$ cat config.mk
export PLATFORM = sky130hd
export DESIGN_NAME = key_load_ctrl
export DESIGN_NICKNAME = d
export VERILOG_FILES = /design/src/rtl/key_load_ctrl.sv
export SDC_FILE = /design/constraint.sdc
export NUM_CORES = 1
export LEC_CHECK = 0
export ABC_AREA = 1
export BUFFER_PORTS_ARGS = -buffer_cell sky130_fd_sc_hd__buf_4
export CAP_MARGIN = 10
export CORE_MARGIN = 2
export CORE_UTILIZATION = 50
export CTS_CLUSTER_DIAMETER = 80
export DETAILED_ROUTE_END_ITERATION = 6
export PLACE_DENSITY_LB_ADDON = 0.08
export SLEW_MARGIN = 20
export SYNTH_ARGS = -nofsm -noshare
export SYNTH_HDL_FRONTEND = slang
export SYNTH_SLANG_ARGS = --single-unit
$ cat constraint.sdc
create_clock -name CK -period 1.2 [get_ports CK]
set_input_delay 0.12 -clock CK [delete_from_list [all_inputs] [get_ports CK]]
set_output_delay 0.12 -clock CK [all_outputs]
set_load 0.02 [all_outputs]
$ cat src/rtl/key_load_ctrl.sv
`default_nettype none
// ============================================================================
// Module   : key_load_ctrl
// Brief    : Serial key loader for a locked combinational netlist. Shifts a
//            key in LSB first with a trailing odd-parity bit, applies it
//            atomically on a valid commit, then holds key_valid low for a
//            settle window so cyclic netlists can resolve.
// Options  : KEY_LOAD_ONCE_EN - when defined, only the first valid commit
//            after reset is accepted (OTP-style key handling).
// Revision : 1.0 - initial release
// ============================================================================
module key_load_ctrl #(
  parameter int KEY_W      = 4,
  parameter int SETTLE_CYC = 3,
  parameter int CNT_W      = 8
) (
  input  logic             CK,
  input  logic             RST,
  input  logic             key_sdi,
  input  logic             key_sen,
  input  logic             key_commit,
  output logic [KEY_W-1:0] key_out,
  output logic             key_valid,
  output logic             busy,
  output logic             err
);

  localparam logic [1:0] ST_IDLE   = 2'd0;
  localparam logic [1:0] ST_SETTLE = 2'd1;
  localparam logic [1:0] ST_READY  = 2'd2;

  localparam logic [CNT_W-1:0] C_FULL_CNT   = CNT_W'(KEY_W + 1);
  localparam logic [CNT_W-1:0] C_OVF_CNT    = CNT_W'(KEY_W + 2);
  localparam logic [CNT_W-1:0] C_SETTLE_INI = CNT_W'(SETTLE_CYC - 1);

  logic [1:0]       state_q,      state_d;
  logic [KEY_W:0]   shreg_q,      shreg_d;
  logic [CNT_W-1:0] bit_cnt_q,    bit_cnt_d;
  logic [CNT_W-1:0] settle_cnt_q, settle_cnt_d;
  logic [KEY_W-1:0] key_out_q,    key_out_d;
  logic             err_q,        err_d;
  logic             w_locked;
  logic             w_commit_ok;

`ifdef KEY_LOAD_ONCE_EN
  logic programmed_q, programmed_d;
  assign w_locked = programmed_q;
`else
  assign w_locked = 1'b0;
`endif

  // A commit is good only with exactly KEY_W+1 bits shifted and odd parity
  assign w_commit_ok = (bit_cnt_q == C_FULL_CNT) && (^shreg_q) && !w_locked;

  // Next-state logic: shifting, commit evaluation and settle countdown
  always_comb begin
    state_d      = state_q;
    shreg_d      = shreg_q;
    bit_cnt_d    = bit_cnt_q;
    settle_cnt_d = settle_cnt_q;
    key_out_d    = key_out_q;
    err_d        = err_q;
`ifdef KEY_LOAD_ONCE_EN
    programmed_d = programmed_q;
`endif
    case (state_q)
      ST_SETTLE: begin
        // Shifter and commit are frozen while the netlist settles
        if (settle_cnt_q == '0) begin
          state_d = ST_READY;
        end else begin
          settle_cnt_d = settle_cnt_q - 1'b1;
        end
      end
      ST_IDLE, ST_READY: begin
        if (key_commit) begin
          // Commit has priority; a same-cycle shift bit is dropped
          bit_cnt_d = '0;
          if (w_commit_ok) begin
            key_out_d    = shreg_q[KEY_W-1:0];
            err_d        = 1'b0;
            state_d      = ST_SETTLE;
            settle_cnt_d = C_SETTLE_INI;
`ifdef KEY_LOAD_ONCE_EN
            programmed_d = 1'b1;
`endif
          end else begin
            err_d = 1'b1;
          end
        end else if (key_sen) begin
          shreg_d = {key_sdi, shreg_q[KEY_W:1]};
          if (bit_cnt_q != C_OVF_CNT) begin
            bit_cnt_d = bit_cnt_q + 1'b1;
          end
        end
      end
      default: begin
        state_d = ST_IDLE;
      end
    endcase
  end

  // State registers with synchronous reset aborting any operation
  always_ff @(posedge CK) begin
    if (RST) begin
      state_q      <= ST_IDLE;
      shreg_q      <= '0;
      bit_cnt_q    <= '0;
      settle_cnt_q <= '0;
      key_out_q    <= '0;
      err_q        <= 1'b0;
`ifdef KEY_LOAD_ONCE_EN
      programmed_q <= 1'b0;
`endif
    end else begin
      state_q      <= state_d;
      shreg_q      <= shreg_d;
      bit_cnt_q    <= bit_cnt_d;
      settle_cnt_q <= settle_cnt_d;
      key_out_q    <= key_out_d;
      err_q        <= err_d;
`ifdef KEY_LOAD_ONCE_EN
      programmed_q <= programmed_d;
`endif
    end
  end

  assign key_out   = key_out_q;
  assign err       = err_q;
  assign key_valid = (state_q == ST_READY);
  assign busy      = (state_q == ST_SETTLE);

endmodule
`default_nettype wire
==> run metrics, run 1 <==
status=complete, but fails checks; failing checks=negative setup slack; Final setup viols=23; R2R Setup Slk=-170 ps; clk slew on worst S/H paths=approximately 150 ps; CTS tree=done; relative slew slack=0.751; Fin. Hold Viols=0; root buffer cell=clkbuf_4; CP startpoint kind=flop; Fillers=217; setup TNS=-2590 ps; Starting Density=0.513; Worst VDD drop=0.000697 V; Post-Syn Area=between 1500 and 2000 sq um; Diodes inserted=0; PwrDens=between 600 and 700 nW/um^2; fin worst setup slack=-166 ps; FP Rows=20; Mapped Cells=between 200 and 250; min-delay worst type=input pin to flop; fmax=roughly 730 MHz; CP Class=flop to flop; Leak Pwr=around 0.0010 uW; Pre-Repair DR Iteration Count=4; Worst Path Arrival=about 1600 ps; Setup crit start=bit_cnt_q[1]$_SDFFE_PP0P_; Worst path max stage delay=~360 ps; nets=about 290; CP max FO=8; Synth Area in Compound Gates=0.146; number of global-route vias before repair=1512; first-pass GRT wire length=6.55 mm; Clock Sink Count=28; Netlist cell types=32; DR DRC count=0; die area=about 3500 sq um; DP HPWL=about 2.8 mm; # port buffers=11; RD Place Congestion=around 0.94; Final ANT Viol Nets=0; FF+latch area=between 500 and 600 sq um; Critical Path, Cell by Cell=inv_2 -> ha_4 -> nand2_4 -> nor2_4 -> nand4_4 -> nand2_4 -> nand2_1 -> nand2_1 -> nor2_1; register area share after synthesis=0.367; most frequent cells in the layout=51 x buf_4, 32 x nor2_1, 30 x nand2_1; FF-to-FF Start=bit_cnt_q[1]$_SDFFE_PP0P_; Worst R2R End=settle_cnt_q[7]$_SDFFE_PP0P_; total CTS buffers=3; vias=about 1.6k; Worst-Skew Late Latency=between 300 and 400 ps; Power Total=1560 uW; Period minus WS final=about 1400 ps; final worst clock skew=around 7.4 ps; WL/cell=roughly 13 microns; initial antenna violation count=0; worst slew pin tran=around 370 ps; Slew Viols, Final=0; grt ovf=0; Adder-Cell Fraction of Synth Area=0.0409; Vias/cell=5.31; Post-Synth XOR/XNOR Area=0.0172; Hold Startpoint=key_sdi; WP data required=approximately 1400 ps; RSZ-0062 raised after global routing=true; clk buf depth=2; layout cells sized above 1=0.504; die outline width=a little under 60 microns; Syn Nets=between 200 and 250; Hold Path Depth=3; max-cap check violation count=0; most common cell after layout, fill and taps aside=buf_4; core box area=~3000 sq um; synthesized area per cell=around 7 sq um; FF-to-FF path depth=9; largest net degree at the start of global routing=16; H-tree depth=1; Period Utilization, post-route=1.14; Detailed Route WL=roughly 3.9 mm; fin util=0.760; Die Span Y=between 50 and 60 microns; Critical-path top delay cell=dfxtp_2; top-level port count=12; multiplexer share of the synthesized area=0; initial DRC count=between 70 and 80; GRT Total Usage=0.240; area fraction in and, or, nand and nor cells after synthesis=0.343; Yosys warnings=0; Synth Register Bits=28; WHS Endpoint=shreg_q[4]$_SDFFE_PP0P_; critical path endpoint category=flop; Area Growth Syn to Fin=48.0%; largest family of logic cells by synthesized area=simple AND/OR/NAND/NOR gates; Multi-input gate area=1030 sq um
==> timing repair <==
item | 4_1_cts | 5_1_grt
setup buffers | 6 | 3
gates cloned | 1 | 0
gates resized for setup | 40 | 15
hold buffers | 0 | 0
pin swaps | 13 | 10
endpoints found under the setup margin | 30 | 30
==> per-stage QoR <==
stage | instances | setup WS (ps) | hold WS [ps] | area, sq um
after floorplan | 218 | -85.5 | 262 | 1610
after global routing | 309 | -258 | 40.1 | 2260
after CTS | 307 | -132 | 18.1 | 2200
final | 309 | -166 | 13.7 | 2260
after detailed placement | 297 | -210 | 361 | 2000
after global placement | 297 | -185 | 350 | 2000
==> metal layers <==
metal  wire length, microns  GRT usage  vias up  share of wire
met2                   1930      0.408       35           0.49
met5                      0          0        -              0
met4                     42     0.0682        0          0.011
met3                    143     0.0284        4          0.037
met1                   1800      0.319      778           0.46
li1                       -          -      823              -
==> state kept, by name (all words and copies together) (netlist names) <==
register and cells:
err 1, shreg_q 5, bit_cnt_q 8, state_q 2, settle_cnt_q 8, key_out 4
==> final cells by class <==
type | instances | area share
flip-flops and latches | 28 | 0.258
inverters | 26 | 0.0476
multi-input cells | 160 | 0.457
repair buffers | 59 | 0.209
well taps | 33 | 0.0183
clock buffers | 3 | 0.00996
==> worst max-delay path, delay by kind of cell (launching register included) <==
kind,cells,cell delay (ps)
AND/OR/NAND/NOR,7,700
flip-flops,1,360
adder cells (fa/ha/maj),1,140
buffers and inverters,1,70
==> synth_stat cells (all sizes together) <==
master  number  share of area
nand3b       1         0.0049
o22ai        1         0.0041
xor2         2          0.011
a21oi       17          0.063
o21bai       1         0.0049
nand4        5          0.030
a31oi        2         0.0082
or2          1         0.0041
nor2        39           0.11
buf          2          0.012
nand2       46           0.12
o21ai       15          0.056
dfxtp       28           0.37
a21boi       1         0.0049
nand3       18          0.065
nor3         3         0.0098
xnor2        1         0.0057
a21o         1         0.0049
clkbuf       3         0.0082
inv         26          0.065
ha           5          0.041
==> logic make-up after synthesis <==
family,Yosys count
buffers and inverters,31
AND/OR/NAND/NOR,113
XOR/XNOR,3
AO/OA/AOI/OAI,38
flip-flops,28
adder cells (fa/ha/maj),5
==> how the worst max path moves through the flow <==
| stage | slack, ps | cells past startpoint | end |
|---|---|---|---|
| 3_3_place_gp | -190 | 9 | settle_cnt_q[7]$_SDFFE_PP0P_ |
| 2_1_floorplan | -90 | 12 | settle_cnt_q[2]$_SDFFE_PP0P_ |
| 3_5_place_dp | -210 | 9 | settle_cnt_q[2]$_SDFFE_PP0P_ |
| 6_report | -170 | 9 | settle_cnt_q[7]$_SDFFE_PP0P_ |
| 5_1_grt | -260 | 11 | settle_cnt_q[2]$_SDFFE_PP0P_ |
| 4_1_cts | -130 | 8 | settle_cnt_q[3]$_SDFFE_PP0P_ |
==> report_power, final <==
group	switching (uW)	leakage [uW]	internal [uW]
combinational	117	0.000773	96.0
sequential	18.8	0.000234	946
clock	265	0.0000138	118
(Power assumes the default switching activity.)
==> run 2: changes to the inputs <==
Settings changed: MAX_ROUTING_LAYER set to met4.
Clock period 1.2 ns to 1.4 ns, I/O delays scaled along.
==> run metrics, run 2 (same netlist as run 1, synthesis figures left out) <==
status=complete, but fails checks; failing checks=negative setup slack; biggest regs=bit_cnt_q x8, settle_cnt_q x8, shreg_q x5; Period Utilization, post-route=1.02; root buffer cell=clkbuf_4; fmax=700 MHz; die outline width=between 50 and 60 microns; # port buffers=11; WP data required=approximately 1700 ps; Detailed Route WL=roughly 3.5 mm; WP buf/inv=1; PwrDens=between 700 and 800 nW/um^2; nets=261; Critical-path top delay cell=dfxtp_2; CP startpoint kind=flop; RSZ-0062 raised after global routing=true; Diodes inserted=0; total CTS buffers=3; Pre-Repair DR Iteration Count=4; min-delay worst type=input pin to flop; Fin. Hold Viols=0; Die Span Y=59.3 microns; relative slew slack=0.689; number of global-route vias before repair=~1.3k; Worst-Skew Late Latency=~330 ps; first-pass GRT wire length=approximately 5.7 mm; most frequent cells in the layout=34 x nand2_1, 33 x nor2_1, 29 x buf_4; final worst clock skew=14.3 ps; Critical Path, Cell by Cell=ha_2 -> nand2_2 -> nor2_4 -> nand4_4 -> buf_4 -> nand3_1 -> a21oi_2; met1 global-route usage=0.279; Worst Path Arrival=~1700 ps; top-level port count=12; busiest layer in global routing=met2; die area=roughly 3500 sq um; Area Growth Syn to Fin=27.7%; Vias/cell=about 5.3; setup TNS=-95.1 ps; H-tree depth=1; CP max FO=7; Final Cell Area=between 1500 and 2000 sq um; Worst path max stage delay=400 ps; RD Place Congestion=0.922; grt ovf=0; initial antenna violation count=0; met2 Use GR=0.355; max-cap check violation count=0; most common cell after layout, fill and taps aside=nand2_1; Clock Sink Count=28; Starting Density=0.513; DP HPWL=~2.5 mm; fin util=0.656; GRT Total Usage=0.216; Final setup viols=5; Worst path top cell family by delay=simple AND/OR/NAND/NOR gates; vias=approximately 1.5k; CTS Hold Bufs=0; initial DRC count=82; fin worst setup slack=-27.6 ps; Final ANT Viol Nets=0; FP Rows=20; Slew Viols, Final=0; WL/cell=12.5 microns; clk slew on worst S/H paths=~150 ps; CP Class=flop to flop; worst slew pin tran=around 470 ps; Worst VDD drop=approximately 0.00043 V; Leak Pwr=around 0.00085 uW; met3 GRT Util=0.0197; clk buf depth=2; Period minus WS final=1430 ps; layout cells sized above 1=0.364; largest net degree at the start of global routing=18; DR DRC count=0; Place WS=-37.2 ps; core box area=about 3000 sq um; Post-DP Area=~1800 sq um; CTS tree=done; critical path endpoint category=flop
-- run 2: cell count changes in the layout (fill, tap and decap cells not counted), moves of 4 or more --
cell     delta
buf_4      -22
nand3_1     +5
nand3_2     -5
buf_6       -5
dfxtp_1     +8
nand2_1     +4
dfxtp_2     -6
-- run 2: area by class of cell --
type,instances,area (sq um)
inverters,26,103
clock buffers,4,36.3
flip-flops and latches,28,568
repair buffers,33,272
multi-input cells,159,933
well taps,33,41.3
fillers,272,1020
-- run 2: tightest hold or removal path: stages --
cell    delay [ps]
buf_4           80
nor3_1          40
nor2_1          80
-- run 2: stage by stage --
| stage | std cells | hold slack [ps] | total power [uW] |
|---|---|---|---|
| 3_5_place_dp | 276 | 382 | 971 |
| 3_3_place_gp | 276 | 374 | 966 |
| 6_report | 283 | 24.9 | 1370 |
| 2_1_floorplan | 218 | 282 | 930 |
| 4_1_cts | 280 | 22.9 | 1370 |
| 5_1_grt | 283 | 22.4 | 1430 |
-- run 2: where the power goes --
group / total [uW] / switching [uW] / internal, uW / leakage [uW]
combinational: 150 / 88.8 / 61.1 / 0.000597
clock: 395 / 236 / 159 / 0.0000210
sequential: 827 / 13.9 / 813 / 0.000230
-- run 2: routing by layer --
layer | part of all wire | vias to the layer above
li1 | - | 772
met3 | 0.033 | 4
met4 | 0.013 | 0
met2 | 0.52 | 30
met5 | 0 | -
met1 | 0.44 | 683
-- run 2: what timing repair did --
item	in CTS	in global routing
endpoints found under the hold margin	0	0
setup buffers	0	3
setup endpoints to repair	15	23
resized for setup	5	37
gates cloned	0	0
pin swaps	1	8
-- run 2: path summary, 6_finish.rpt --
kind | startpoint | to | slack, ps | depth (start not counted)
setup / recovery | bit_cnt_q[0]$_SDFFE_PP0P_ | settle_cnt_q[5]$_SDFFE_PP0P_ | -30 | 7
hold / removal | key_sdi | shreg_q[4]$_SDFFE_PP0P_ | 20 | 3
setup reg to reg | bit_cnt_q[0]$_SDFFE_PP0P_ | settle_cnt_q[5]$_SDFFE_PP0P_ | -30 | 7
hold reg to reg | shreg_q[2]$_SDFFE_PP0P_ | shreg_q[1]$_SDFFE_PP0P_ | 490 | 2
